**config.mk**
```make
export PLATFORM = sky130hd
export DESIGN_NAME = alu_share_ctrl
export DESIGN_NICKNAME = d
export VERILOG_FILES = /design/src/rtl/alu_share_pkg.sv /design/src/rtl/rr_arb2.sv /design/src/rtl/alu_share_ctrl.sv
export SDC_FILE = /design/constraint.sdc
export NUM_CORES = 1
export LEC_CHECK = 0
export CORE_AREA = 2 2 126 128
export CTS_CLUSTER_SIZE = 10
export DETAILED_ROUTE_END_ITERATION = 10
export DIE_AREA = 0 0 128 130
export DONT_BUFFER_PORTS = 1
export PLACE_DENSITY = 0.57
export SYNTH_ARGS = -nofsm -noshare
export SYNTH_HDL_FRONTEND = slang
export SYNTH_SLANG_ARGS = --single-unit
```
**constraint.sdc**
```tcl
create_clock -name CLK -period 10.3 [get_ports CLK]
set_input_delay 2.06 -clock CLK [delete_from_list [all_inputs] [get_ports CLK]]
set_output_delay 2.06 -clock CLK [all_outputs]
set_load 0.02 [all_outputs]
```
**src/rtl/alu_share_pkg.sv**
```systemverilog
// alu_share_pkg: shared types and constants for the ALU time-sharing controller
package alu_share_pkg;
  typedef enum logic [1:0] {IDLE, EXEC, RESP} state_t;
  localparam logic [2:0] ALU_ADD  = 3'd0;
  localparam logic [2:0] ALU_SLL  = 3'd1;
  localparam logic [2:0] ALU_SLT  = 3'd2;
  localparam logic [2:0] ALU_SLTU = 3'd3;
  localparam logic [2:0] ALU_XOR  = 3'd4;
  localparam logic [2:0] ALU_SR   = 3'd5;
  localparam logic [2:0] ALU_OR   = 3'd6;
  localparam logic [2:0] ALU_AND  = 3'd7;
  localparam int FLAG_ZERO = 0;
  localparam int FLAG_SIGN = 1;
  localparam int FLAG_SLTU = 2;
endpackage

```
**src/rtl/rr_arb2.sv**
```systemverilog
// rr_arb2: two-input round-robin arbiter; on contention the port not granted last wins
module rr_arb2 (
  input  logic       clk,
  input  logic       rst,
  input  logic [1:0] valid,
  input  logic       update,
  output logic [1:0] grant
);
  logic last_grant;
  always_comb grant = &valid ? (last_grant ? 2'b01 : 2'b10) : valid;
  always_ff @(posedge clk or posedge rst)
    if (rst) last_grant <= 1'b1;
    else if (update) last_grant <= grant[1];
endmodule

```
**src/rtl/alu_share_ctrl.sv**
```systemverilog
// alu_share_ctrl: time-shares one external ALU between two requesters,
// one operation in flight, results returned over per-port valid/ready channels
module alu_share_ctrl
  import alu_share_pkg::*;
#(
  parameter int NREQ = 2,
  parameter int XLEN = 32
) (
  input  logic            CLK,
  input  logic            RESET,
  input  logic            req0_valid,
  output logic            req0_ready,
  input  logic [2:0]      req0_select,
  input  logic            req0_rotate,
  input  logic [XLEN-1:0] req0_data1,
  input  logic [XLEN-1:0] req0_data2,
  input  logic            req1_valid,
  output logic            req1_ready,
  input  logic [2:0]      req1_select,
  input  logic            req1_rotate,
  input  logic [XLEN-1:0] req1_data1,
  input  logic [XLEN-1:0] req1_data2,
  output logic            rsp0_valid,
  input  logic            rsp0_ready,
  output logic [XLEN-1:0] rsp0_result,
  output logic [2:0]      rsp0_flags,
  output logic            rsp1_valid,
  input  logic            rsp1_ready,
  output logic [XLEN-1:0] rsp1_result,
  output logic [2:0]      rsp1_flags,
  output logic [XLEN-1:0] alu_data1,
  output logic [XLEN-1:0] alu_data2,
  output logic [2:0]      alu_select,
  output logic            alu_rotate,
  input  logic [XLEN-1:0] alu_result,
  input  logic            alu_zero,
  input  logic            alu_sign,
  input  logic            alu_sltu,
  output logic            busy
);
  state_t state, state_d;
  logic owner, accept;
  logic [NREQ-1:0] valid, grant, ready, rsp_rdy;
  logic [2:0] alu_flags;
  assign valid = {req1_valid, req0_valid};
  assign rsp_rdy = {rsp1_ready, rsp0_ready};
  assign ready = (state == IDLE && !RESET) ? grant : '0;
  assign req0_ready = ready[0];
  assign req1_ready = ready[1];
  assign accept = |(valid & ready);
  assign busy = state != IDLE;
  always_comb begin
    alu_flags = '0;
    alu_flags[FLAG_ZERO] = alu_zero;
    alu_flags[FLAG_SIGN] = alu_sign;
    alu_flags[FLAG_SLTU] = alu_sltu;
  end
  rr_arb2 u_arb (
    .clk   (CLK),
    .rst   (RESET),
    .valid (valid),
    .update(accept),
    .grant (grant)
  );
  always_comb
    state_d = state == IDLE ? (accept ? EXEC : IDLE) :
              state == EXEC ? RESP :
              rsp_rdy[owner] ? IDLE : RESP;
  always_ff @(posedge CLK or posedge RESET)
    if (RESET) state <= IDLE;
    else state <= state_d;
  always_ff @(posedge CLK or posedge RESET)
    if (RESET) begin
      owner       <= 1'b0;
      alu_data1   <= '0;
      alu_data2   <= '0;
      alu_select  <= '0;
      alu_rotate  <= 1'b0;
      rsp0_valid  <= 1'b0;
      rsp0_result <= '0;
      rsp0_flags  <= '0;
      rsp1_valid  <= 1'b0;
      rsp1_result <= '0;
      rsp1_flags  <= '0;
    end else begin
      if (accept) begin
        owner      <= grant[1];
        alu_data1  <= grant[1] ? req1_data1 : req0_data1;
        alu_data2  <= grant[1] ? req1_data2 : req0_data2;
        alu_select <= grant[1] ? req1_select : req0_select;
        alu_rotate <= grant[1] ? req1_rotate : req0_rotate;
      end
      if (state == EXEC && !owner) begin
        rsp0_valid  <= 1'b1;
        rsp0_result <= alu_result;
        rsp0_flags  <= alu_flags;
      end
      if (state == EXEC && owner) begin
        rsp1_valid  <= 1'b1;
        rsp1_result <= alu_result;
        rsp1_flags  <= alu_flags;
      end
      if (state == RESP && rsp_rdy[owner]) begin
        if (!owner) rsp0_valid <= 1'b0;
        else rsp1_valid <= 1'b0;
      end
    end
endmodule

```
# Word level (Yosys, flattened, before mapping)
# Index checks and enable logic that the tools add are counted.
totals:
  out_inout_bits: 143
  input_bits: 177
  reg_bits: 144
classes:
  order_cmp: 1
  mux: 19
  bitwise_logic: 1
  eq_ne: 2
  n_reduce_logical: 10
op_table:
  columns: ["operator", "n"]
  rows:
  - ["$mux 32", 2]
  - ["$mux 2", 6]
  - ["$mux 1", 10]
  - ["$logic_and 1x1->1", 4]
  - ["$mux 3", 1]
  - ["$and 2x2->2", 1]
  - ["$eq 2x1->1 const B", 1]
  - ["$eq 2x2->1 const B", 1]
  - ["$logic_not 1->1", 2]
  - ["$logic_not 2->1", 1]
  - ["$lt 1x2->1 const B", 1]
  - ["$reduce_and 2->1", 1]
  - ["$reduce_bool 2->1", 1]
  - ["$reduce_or 2->1", 1]

# Logic depth before layout (Yosys ltp)
logic_depth:
  depth_word: 7
  mapped_depth: 7
  ltp_nobuf: 3

# Modules after synthesis
# Synthesis repeated with hierarchy kept, for this count alone.
hier_totals:
  cells_unflattened: 403
  area_unflattened_um2: 6264.8
modules_own_cells:
  columns: ["module", "cells_each", "n_inst", "area_each_um2"]
  rows:
  - ["alu_share_ctrl", 397, 1, 6197.2]
  - ["rr_arb2", 6, 1, 67.6]

# Least setup slack after synthesis
# Ideal clock, no wire load.
synth_timing:
  path_type: "input -> output"
  start: "input port RESET"
  end: "output port req1_ready"
  required_ns: 8.240
  path_slack_ns: 5.179
  arrival_time_ns: 3.061
  stages: 3
  n_path_buf: 1
  path_cell_list: "or4b_4 > clkbuf_1 > nor2_1"
synth_between:
  elab_chain_len: 3
synth_rtl:
  columns: ["item", "line_no", "rtl"]
  rows:
  - ["start: declaration", "alu_share_ctrl.sv:10", "input logic RESET,"]
  - ["$logic_not 1->1 (no line)", null, null]
  - ["$logic_and 1x1->1", "alu_share_ctrl.sv:47", "assign ready = (state == IDLE && !RESET) ? grant : '0;"]
  - ["$mux 2", "alu_share_ctrl.sv:47", null]
  - ["end: declaration", "alu_share_ctrl.sv:18", "output logic req1_ready,"]
# Every way passes these cells.

# Worst setup path in the final report
# Same ends and word-level chain as after synthesis.

==> summary.txt <==
Critical path endpoint category = output port
Via count = 3588
Max Root-Sink Buffers = 2
Clock sinks = 144
Core area = 15400 µm²
Critical path arrival = 3.25 ns
Fin crit share = 51.5%
Die width = 128 µm
Share of cells above drive strength 1 = 43.7%
Slew margin rel. = 30.7%
Syn nets = 593
Post-route DRC = 0
Met3 wire len = 1.73 mm
Die H = 130 µm
DR WL met2 = 6.89 mm
Cell variety after synth = 25
Largest delay share family, worst path = simple AND/OR/NAND/NOR gates
Synth Area per Inst = 14.2 µm²
Total track usage = 16.5%
DIE AREA = 16600 µm²
Syn Std Cell Area = 5920 µm²
Final RePlAce weighted congestion = 0.767
Routed wire per std cell = 23.3 µm
Worst hold slack = 0.511 ns
Critical path class = input port to output port
Final clock skew = 0.0146 ns
Filler cell count = 1378
Clock Latency Late Sink = 0.42 ns
Number of port buffers = 0
CP max FO = 69
Area growth syn-to-layout = 12.7%
Finish-stage setup viols = 0
Number of iterations in the first detailed-routing pass = 4
Initial DRC count = 212
Total congestion overflow = 0
WL final = 14.1 mm
Worst Path Buf+Inv = 0
Routed metal-1 wirelength = 5.40 mm
Sequential fraction of the synthesis area = 60.9%
Leakage power = 2.59 nW
CTS clk-pin slew, worst paths = 0.06 ns
Vias per cell = 5.91
Max-Cap Viols = 0
CTS resizes = 0
CTS tree = yes
Final min period = 5.31 ns
Largest net degree at the start of global routing = 76
CP startpoint kind = input port
Final ANT Viol Nets = 0
Dpl cells = 574
Antenna violations before repair = 1
Initial Utilization = 38.4%
Outcome = finished clean
#FFs+latches synth = 144
Overall Power = 2.53 mW
CP max stage delay = 0.76 ns
Num rows = 46
H-tree levels = 4
Postcts setup bufs = 0
CTS root buf = clkbuf_16
Io pins = 320
Worst slew pin tran = 1.04 ns
Slew Viols, Final = 0
First-pass GRT wire length = 20.7 mm
Crit-path cells = or4b_4 > nor2_1
Fmax achieved = 0.188 GHz
Hold WC Path Type = register to register
Layout Nets = 578
Number of global-route vias before repair = 3562
Total Neg Setup Slack = 0 ns
PwrDens = 379 nW/µm²
Hold_buf cts = 0
Non-Filler Instances = 607
Slowest CP cell = or4b_4
Ys Warns = 0
Hpwl dp = 9.88 mm
Num CTS Buffers = 17
Synth Instances = 416
DR top layer = met4
RSZ-0062 raised after global routing = false
Peak VDD IR = 0.143 mV
CP required = 8.24 ns
Hold Violations, Final = 0
placed cells by master, fill, tap and decap left out, drive strengths merged:
cell type / count
a21o: 1
or3: 68
nor3: 1
o21a: 2
nand2: 1
nand3: 2
or4b: 1
nand2b: 1
nor2b: 2
clkinv: 3
or2: 1
bufinv: 4
clkinvlp: 3
clkbuf: 20
dfrtp: 143
nor2: 5
inv: 5
mux2: 70
diode: 1
o221a: 68
mux2i: 1
and2: 2
dfstp: 1
a21oi: 3
nand3b: 1
a2bb2oi: 1
buf: 4
area by class of cell:
class,count,area (µm²),share of cell area (%)
inverter,3,16.3,0.244
antenna,1,2.50,0.0375
clock inverter,12,179,2.68
tap,192,240,3.60
multi-input combinational,231,2150,32.2
timing repair buffer,4,30.0,0.450
clock buffer,20,457,6.84
sequential,144,3600,54.0
final timing paths:
path                                       start          endpoint  slack [ns]  cells past startpoint
worst max-delay path                       RESET        req1_ready        4.99                      2
max in group asynchronous                  RESET     alu_data1[11]        7.32                      2
worst min-delay path            u_arb.last_grant  u_arb.last_grant        0.51                      1
worst min register to register  u_arb.last_grant  u_arb.last_grant        0.51                      1
min in group asynchronous                  RESET     alu_data1[18]        1.58                      1
worst max register to register          state[1]     alu_data2[16]        8.01                      4
metrics by stage:
| step | cell area [µm²] | util, % | worst slack [ns] |
|---|---|---|---|
| CTS | 6670 | 43.3 | 4.99 |
| finish | 6680 | 43.3 | 4.99 |
| global route | 6680 | 43.3 | 4.94 |
| global placement | 6040 | 39.1 | 4.99 |
| floorplan | 5920 | - | 4.38 |
| detailed placement | 6040 | 39.1 | 4.98 |
worst reg2reg max path, cell delays in order (launching register included):
cell and delay, ns:
dfrtp_1 0.48, nor3_1 0.43, o21a_2 0.45, buf_4 0.55, o221a_2 0.33
state kept, by name (all words and copies together), names as in the netlist:
name	count
state	2
alu_rotate	1
alu_data2	32
alu_select	3
rsp0_valid	1
rsp1_valid	1
rsp1_result	32
rsp1_flags	3
rsp0_flags	3
alu_data1	32
rsp0_result	32
owner	1
u_arb.last_grant	1
metal layers:
layer / track usage [%] / up-vias
met5: 0 / -
met4: 4.98 / 0
met3: 9.06 / 11
met2: 25.7 / 202
met1: 19.6 / 1805
li1: - / 1570
cell usage after synthesis, drive strengths merged:
master | instances | area (µm²)
nor2 | 5 | 18.8
nand3 | 2 | 10.0
mux2i | 1 | 10.0
a21oi | 3 | 15.0
mux2 | 70 | 788
dfstp | 1 | 26.3
buf | 10 | 68.8
nor3 | 1 | 5.00
or4b | 1 | 13.8
nand2 | 1 | 3.75
o221a | 68 | 766
nand3b | 1 | 7.51
inv | 3 | 11.3
or2 | 1 | 6.26
o21a | 2 | 15.0
dfrtp | 143 | 3580
nor2b | 2 | 12.5
a21o | 1 | 7.51
a2bb2oi | 1 | 8.76
or3 | 68 | 425
and2 | 2 | 12.5
clkbuf | 28 | 105
nand2b | 1 | 6.26
power by group:
| part | switching (mW) | internal [mW] | leakage (nW) |
|---|---|---|---|
| registers | 0.553 | 0.842 | 1.64 |
| clock network | 0.236 | 0.419 | 0.303 |
| logic | 0.179 | 0.301 | 0.651 |
| total | 0.968 | 1.56 | 2.59 |
kinds of logic after synthesis:
group | share of synthesized area (%)
buffers and inverters | 3.13
AOI/OAI and AO/OA | 13.7
and+or+nand+nor | 8.81
DFF | 60.9
muxes | 13.5
Note: power is estimated with default switching activity, not from simulation.
